$ cat src/rtl/piece_cell_scanner.sv
// Tetromino cell expander and collision checker: one cell per cycle, 1-cycle occupancy read port.
// Latency start->done 6 cycles (1 for invalid block); no backpressure, start only accepted while idle.
module piece_cell_scanner #(
    parameter int BOARD_W     = 10,
    parameter int BOARD_H     = 20,
    parameter int POS_W       = 5,
    parameter int IDX_W       = 8,
    parameter bit ALLOW_ABOVE = 1'b1
) (
    input  logic             clk,
    input  logic             rst_n,
    input  logic             start,
    input  logic [2:0]       block,
    input  logic [1:0]       status,
    input  logic [POS_W-1:0] pos_x,
    input  logic [POS_W-1:0] pos_y,
    output logic             busy,
    output logic             cell_valid,
    output logic [1:0]       cell_num,
    output logic [IDX_W-1:0] cell_idx,
    output logic             cell_oob,
    output logic             cell_hidden,
    output logic             rd_en,
    output logic [IDX_W-1:0] rd_addr,
    input  logic             rd_occ,
    output logic             done,
    output logic             fit,
    output logic             oob,
    output logic             err
);
    localparam int CW = POS_W + 2;
    localparam logic signed [CW-1:0] BW_S = CW'(BOARD_W);
    localparam logic signed [CW-1:0] BH_S = CW'(BOARD_H);
    localparam logic [IDX_W-1:0]     BW_I = IDX_W'(BOARD_W);

    typedef enum logic [1:0] {S_IDLE, S_ISSUE, S_DRAIN, S_DONE} state_t;
    state_t state, state_nx;

    logic [1:0]       cnt;
    logic [2:0]       blk_q;
    logic [1:0]       rot_q;
    logic [POS_W-1:0] px_q, py_q;
    logic             rd_pend, col_q, oob_acc;

    logic signed [2:0]    bx, by, dx, dy;
    logic signed [CW-1:0] cx, cy;
    logic                 x_in, y_neg, y_hi, c_oob, c_hid, c_in;
    logic [IDX_W-1:0]     lin_idx;

    // Spawn-orientation offsets; cell 0 is always the centre.
    always_comb begin
        bx = 3'sd0;
        by = 3'sd0;
        case ({blk_q, cnt})
            5'b000_01: begin bx = -3'sd1; by =  3'sd1; end
            5'b000_10: begin bx = -3'sd1; by =  3'sd0; end
            5'b000_11: begin bx =  3'sd1; by =  3'sd0; end
            5'b001_01: begin bx =  3'sd1; by =  3'sd1; end
            5'b001_10: begin bx = -3'sd1; by =  3'sd0; end
            5'b001_11: begin bx =  3'sd1; by =  3'sd0; end
            5'b010_01: begin bx =  3'sd0; by =  3'sd1; end
            5'b010_10: begin bx =  3'sd1; by =  3'sd1; end
            5'b010_11: begin bx = -3'sd1; by =  3'sd0; end
            5'b011_01: begin bx =  3'sd0; by =  3'sd1; end
            5'b011_10: begin bx = -3'sd1; by =  3'sd0; end
            5'b011_11: begin bx =  3'sd1; by =  3'sd0; end
            5'b100_01: begin bx = -3'sd1; by =  3'sd1; end
            5'b100_10: begin bx =  3'sd0; by =  3'sd1; end
            5'b100_11: begin bx =  3'sd1; by =  3'sd0; end
            5'b101_01: begin bx = -3'sd1; by =  3'sd0; end
            5'b101_10: begin bx =  3'sd1; by =  3'sd0; end
            5'b101_11: begin bx =  3'sd2; by =  3'sd0; end
            5'b110_01: begin bx =  3'sd0; by =  3'sd1; end
            5'b110_10: begin bx =  3'sd1; by =  3'sd1; end
            5'b110_11: begin bx =  3'sd1; by =  3'sd0; end
            default:   begin bx =  3'sd0; by =  3'sd0; end
        endcase
    end

    always_comb begin
        dx = bx;
        dy = by;
        case (rot_q)
            2'd1:    begin dx =  by; dy = -bx; end
            2'd2:    begin dx = -bx; dy = -by; end
            2'd3:    begin dx = -by; dy =  bx; end
            default: begin dx =  bx; dy =  by; end
        endcase
    end

    // Signed coordinates wide enough that pos + offset can never wrap.
    always_comb begin
        cx      = $signed({2'b00, px_q}) + CW'(dx);
        cy      = $signed({2'b00, py_q}) + CW'(dy);
        x_in    = !cx[CW-1] && (cx < BW_S);
        y_neg   = cy[CW-1];
        y_hi    = !y_neg && (cy >= BH_S);
        c_oob   = !x_in || y_hi || (y_neg && !ALLOW_ABOVE);
        c_hid   = x_in && y_neg && ALLOW_ABOVE;
        c_in    = !c_oob && !c_hid;
        lin_idx = IDX_W'(cy) * BW_I + IDX_W'(cx);
    end

    assign busy        = (state == S_ISSUE) || (state == S_DRAIN);
    assign cell_valid  = (state == S_ISSUE);
    assign cell_num    = cell_valid ? cnt : 2'd0;
    assign cell_oob    = cell_valid && c_oob;
    assign cell_hidden = cell_valid && c_hid;
    assign rd_en       = cell_valid && c_in;
    assign cell_idx    = rd_en ? lin_idx : '0;
    assign rd_addr     = cell_idx;
    assign done        = (state == S_DONE);

    always_comb begin
        state_nx = state;
        case (state)
            S_IDLE:  if (start) state_nx = (block == 3'd7) ? S_DONE : S_ISSUE;
            S_ISSUE: if (cnt == 2'd3) state_nx = S_DRAIN;
            S_DRAIN: state_nx = S_DONE;
            S_DONE:  state_nx = S_IDLE;
            default: state_nx = S_IDLE;
        endcase
    end

    always_ff @(posedge clk or negedge rst_n) begin
        if (!rst_n) begin
            state   <= S_IDLE;
            cnt     <= 2'd0;
            blk_q   <= 3'd0;
            rot_q   <= 2'd0;
            px_q    <= '0;
            py_q    <= '0;
            rd_pend <= 1'b0;
            col_q   <= 1'b0;
            oob_acc <= 1'b0;
            fit     <= 1'b0;
            oob     <= 1'b0;
            err     <= 1'b0;
        end else begin
            state   <= state_nx;
            rd_pend <= rd_en;
            case (state)
                S_IDLE: if (start) begin
                    blk_q   <= block;
                    rot_q   <= status;
                    px_q    <= pos_x;
                    py_q    <= pos_y;
                    cnt     <= 2'd0;
                    col_q   <= 1'b0;
                    oob_acc <= 1'b0;
                    fit     <= 1'b0;
                    oob     <= 1'b0;
                    err     <= (block == 3'd7);
                end
                S_ISSUE: begin
                    cnt <= cnt + 2'd1;
                    if (c_oob) begin
                        oob_acc <= 1'b1;
                        col_q   <= 1'b1;
                    end
                    if (rd_pend && rd_occ) col_q <= 1'b1;
                end
                // Verdict folds in the final read, which returns during DRAIN.
                S_DRAIN: begin
                    fit <= !(col_q || (rd_pend && rd_occ)) && !err;
                    oob <= oob_acc;
                end
                default: ;
            endcase
        end
    end
endmodule

$ cat config.mk
export PLATFORM = sky130hd
export DESIGN_NAME = piece_cell_scanner
export DESIGN_NICKNAME = d
export VERILOG_FILES = /design/src/rtl/piece_cell_scanner.sv
export SDC_FILE = /design/constraint.sdc
export NUM_CORES = 1
export LEC_CHECK = 0
export ABC_AREA = 1
export CAP_MARGIN = 25
export CORE_UTILIZATION = 69
export CTS_CLUSTER_SIZE = 28
export DETAILED_ROUTE_END_ITERATION = 16
export DONT_BUFFER_PORTS = 1
export PLACE_DENSITY = 0.87
export SLEW_MARGIN = 40
export SYNTH_ARGS = -nofsm -noshare
export SYNTH_HDL_FRONTEND = slang
export SYNTH_SLANG_ARGS = --single-unit
$ cat constraint.sdc
create_clock -name clk -period 15.2 [get_ports clk]
set_input_delay 3.04 -clock clk [delete_from_list [all_inputs] [get_ports clk]]
set_output_delay 3.04 -clock clk [all_outputs]
set_load 0.01 [all_outputs]
==> reports/metrics.yaml <==
synth_ff_type: "dfrtp_1"
grt_pass1_wl_um: 7380
arrival_ps: 5560
coreArea_um2: 3340
critical_path.max_fanout: 5
postCtsSetupRepairBufs: 0
synth_fp_nets: 364
avgSynthCellArea_um2: 7.74
syn2layout_area_growth_pct: 0.624
synthArstFlopShare_pct: 100
period_share_pct: 56.6
wl_per_cell_um: 13.2
cp_top_family: "adder cells"
via_per_inst: 5.57
vias: 1949
final_common_cell: "nand2_1"
drtIter0Drc: 105
cts_tree: "done"
slowest_delay_ps: 460
grt_pass1_vias: 1787
cp_common_cell: "nand2_1"
maxCapViolCount: 0
fill_cells: 271
criticalPathCategory: "register to output port"
die_w_um: 61.1
clock-sinks: 25
mostFrequentLayoutCells: "nand2_1 (58), inv_1 (38), ha_1 (30), dfrtp_1 (25), a21oi_1 (21)"
yosys.area.top_type: "dfrtp_1"
layout_min_cycle_time_ps: 8600
crit_buf_inv: 2
start_util_pct: 72.1
diodes: 0
die_h_um: 61.1
synth_enable_flop_cells: 0
status: "complete, no violations"
crit_required_ps: 12160
rsz0062_at_grt: "no"
worst_pin_slew_ps: 561
yosysWarnings: 0
clk_latency_ps: 330
wl_um: 4640
syn_area_um2: 2410
finalClockSkew_ps: 8.42
drtPass1Iterations: 4
grt_use_total_pct: 26.7
critPathLaunchType: "register"
relSlewSlack_pct: 62.5
seq_area_frac_synth_pct: 26.0
hpwl_um: 3750
slowest_stage: "fa_1"
cp-end-kind: "output port"
drive_gt1_share_pct: 14.1
cts-root-buf: "clkbuf_4"
gp_congestion: 0.901
timing.fmax_ghz: 0.116
drc: 0
path_clk_slew_ps: 140
cts_buffers: 3
fin_nets: 358
port-buffer-count: 0
synth.area.top_cells: "dfrtp_1 (26%), ha_1 (16%), nand2_1 (9.2%)"
antenna_found_initial: 0
setup_viol: 0
cts_hold_buffers: 0
antenna_left: 0
tns_ps: 0
reg2reg_slack_ps: 11070
hold_viol: 0
htreeDepth: 1
yosys_register_bits: 25
grt_max_degree: 31
cts_buffer_depth: 2
ios: 46
hold_path.class: "register to register"
postCtsResizedCells: 0
gr-total-overflow: 0
dieArea_um2: 3730
synthDistinctLibCells: 38
yosys.area.top_type_share_pct: 26.0
drv_slew: 0
rows: 21
syn_inst: 311
[stage by stage]
| step | worst slack [ps] | hold slack (ps) | area (µm²) | utilization, % | cells |
|---|---|---|---|---|---|
| after CTS | 6590 | 520 | 2420 | 72.6 | 350 |
| after detailed placement | 7030 | 488 | 2390 | 71.8 | 346 |
| after floorplan | 7300 | 459 | 2410 | - | 311 |
| after global placement | 7210 | 485 | 2390 | 71.7 | 346 |
| after global routing | 6160 | 564 | 2420 | 72.6 | 350 |
| final | 6600 | 526 | 2420 | 72.6 | 350 |
[metal layers]
metal  GRT usage, %  vias to the layer above  share of wire (%)
met4           8.77                        0               0.99
met3           4.62                        5                4.7
li1               -                      993                  -
met1           31.4                      891                 42
met2           49.1                       60                 52
met5              0                        -                  0
[sequential cells by signal, summed over array words and instances (netlist names)]
register / count
px_q: 5
py_q: 5
col_q: 1
rot_q: 2
fit: 1
rd_pend: 1
err: 1
blk_q: 3
state: 2
oob: 1
cnt: 2
oob_acc: 1
[worst reg2reg max path, cell delays in order, from the launching register on]
cell and delay [ps]:
dfrtp_1 440, inv_1 120, ha_1 350, or2_2 300, a31oi_1 230, ha_1 230
inv_1 60, nand3_2 100, nand3_1 100, nand2_1 80, nand2_2 70, inv_1 120
ha_1 290, nand2_1 90, inv_1 40, o21ai_0 110, and2_1 170, inv_1 50
a21oi_1 140, nand2_1 80, nand2_2 110, nand3b_2 120, a21oi_2 170, nand3_2 130
nand2_1 150, nand2_1 70, nand2_1 60, nand2_1 50
[synth_stat cells, drive strengths merged, types with 2 or more instances]
| library cell | number |
|---|---|
| o211ai | 2 |
| o21ai | 20 |
| a31oi | 2 |
| o21bai | 2 |
| a21oi | 23 |
| or2 | 4 |
| ha | 30 |
| buf | 8 |
| fa | 4 |
| inv | 44 |
| nand3 | 22 |
| mux2 | 6 |
| xnor2 | 8 |
| nor2 | 27 |
| nand2 | 67 |
| xor2 | 4 |
| nor3 | 3 |
| clkbuf | 3 |
| dfrtp | 25 |
[final timing paths]
kind                                     startpoint             endpoint  depth (start not counted)
min in group asynchronous                     rst_n   cnt[0]$_DFFE_PN0P_                          0
max in group asynchronous                     rst_n    col_q$_DFFE_PN0P_                          0
worst min-delay path            oob_acc$_DFFE_PN0P_  oob_acc$_DFFE_PN0P_                          2
worst min register to register  oob_acc$_DFFE_PN0P_  oob_acc$_DFFE_PN0P_                          2
worst max register to register   cnt[0]$_DFFE_PN0P_    col_q$_DFFE_PN0P_                         27
worst max-delay path             cnt[0]$_DFFE_PN0P_          cell_idx[7]                         26
[cell families after synthesis]
| family | after synthesis | share of synthesized area [%] |
|---|---|---|
| compound gates | 53 | 13.4 |
| flops | 25 | 26.0 |
| mux | 6 | 2.81 |
| fa+ha+maj | 34 | 18.9 |
| buf+inv | 56 | 10.1 |
| xor+xnor | 12 | 4.37 |
| simple gates | 125 | 24.4 |
[cell type report]
type,instances,area (µm²),area share (%)
Multi-Input combinational cell,230,1540,63.6
Clock buffer,4,26.3,1.09
Inverter,45,171,7.08
Tap cell,46,57.6,2.38
Sequential cell,25,626,25.8
Power is left out: the tool's default activity adds up to more than one toggle a clock period on the data nets, which glitch-free logic cannot reach.
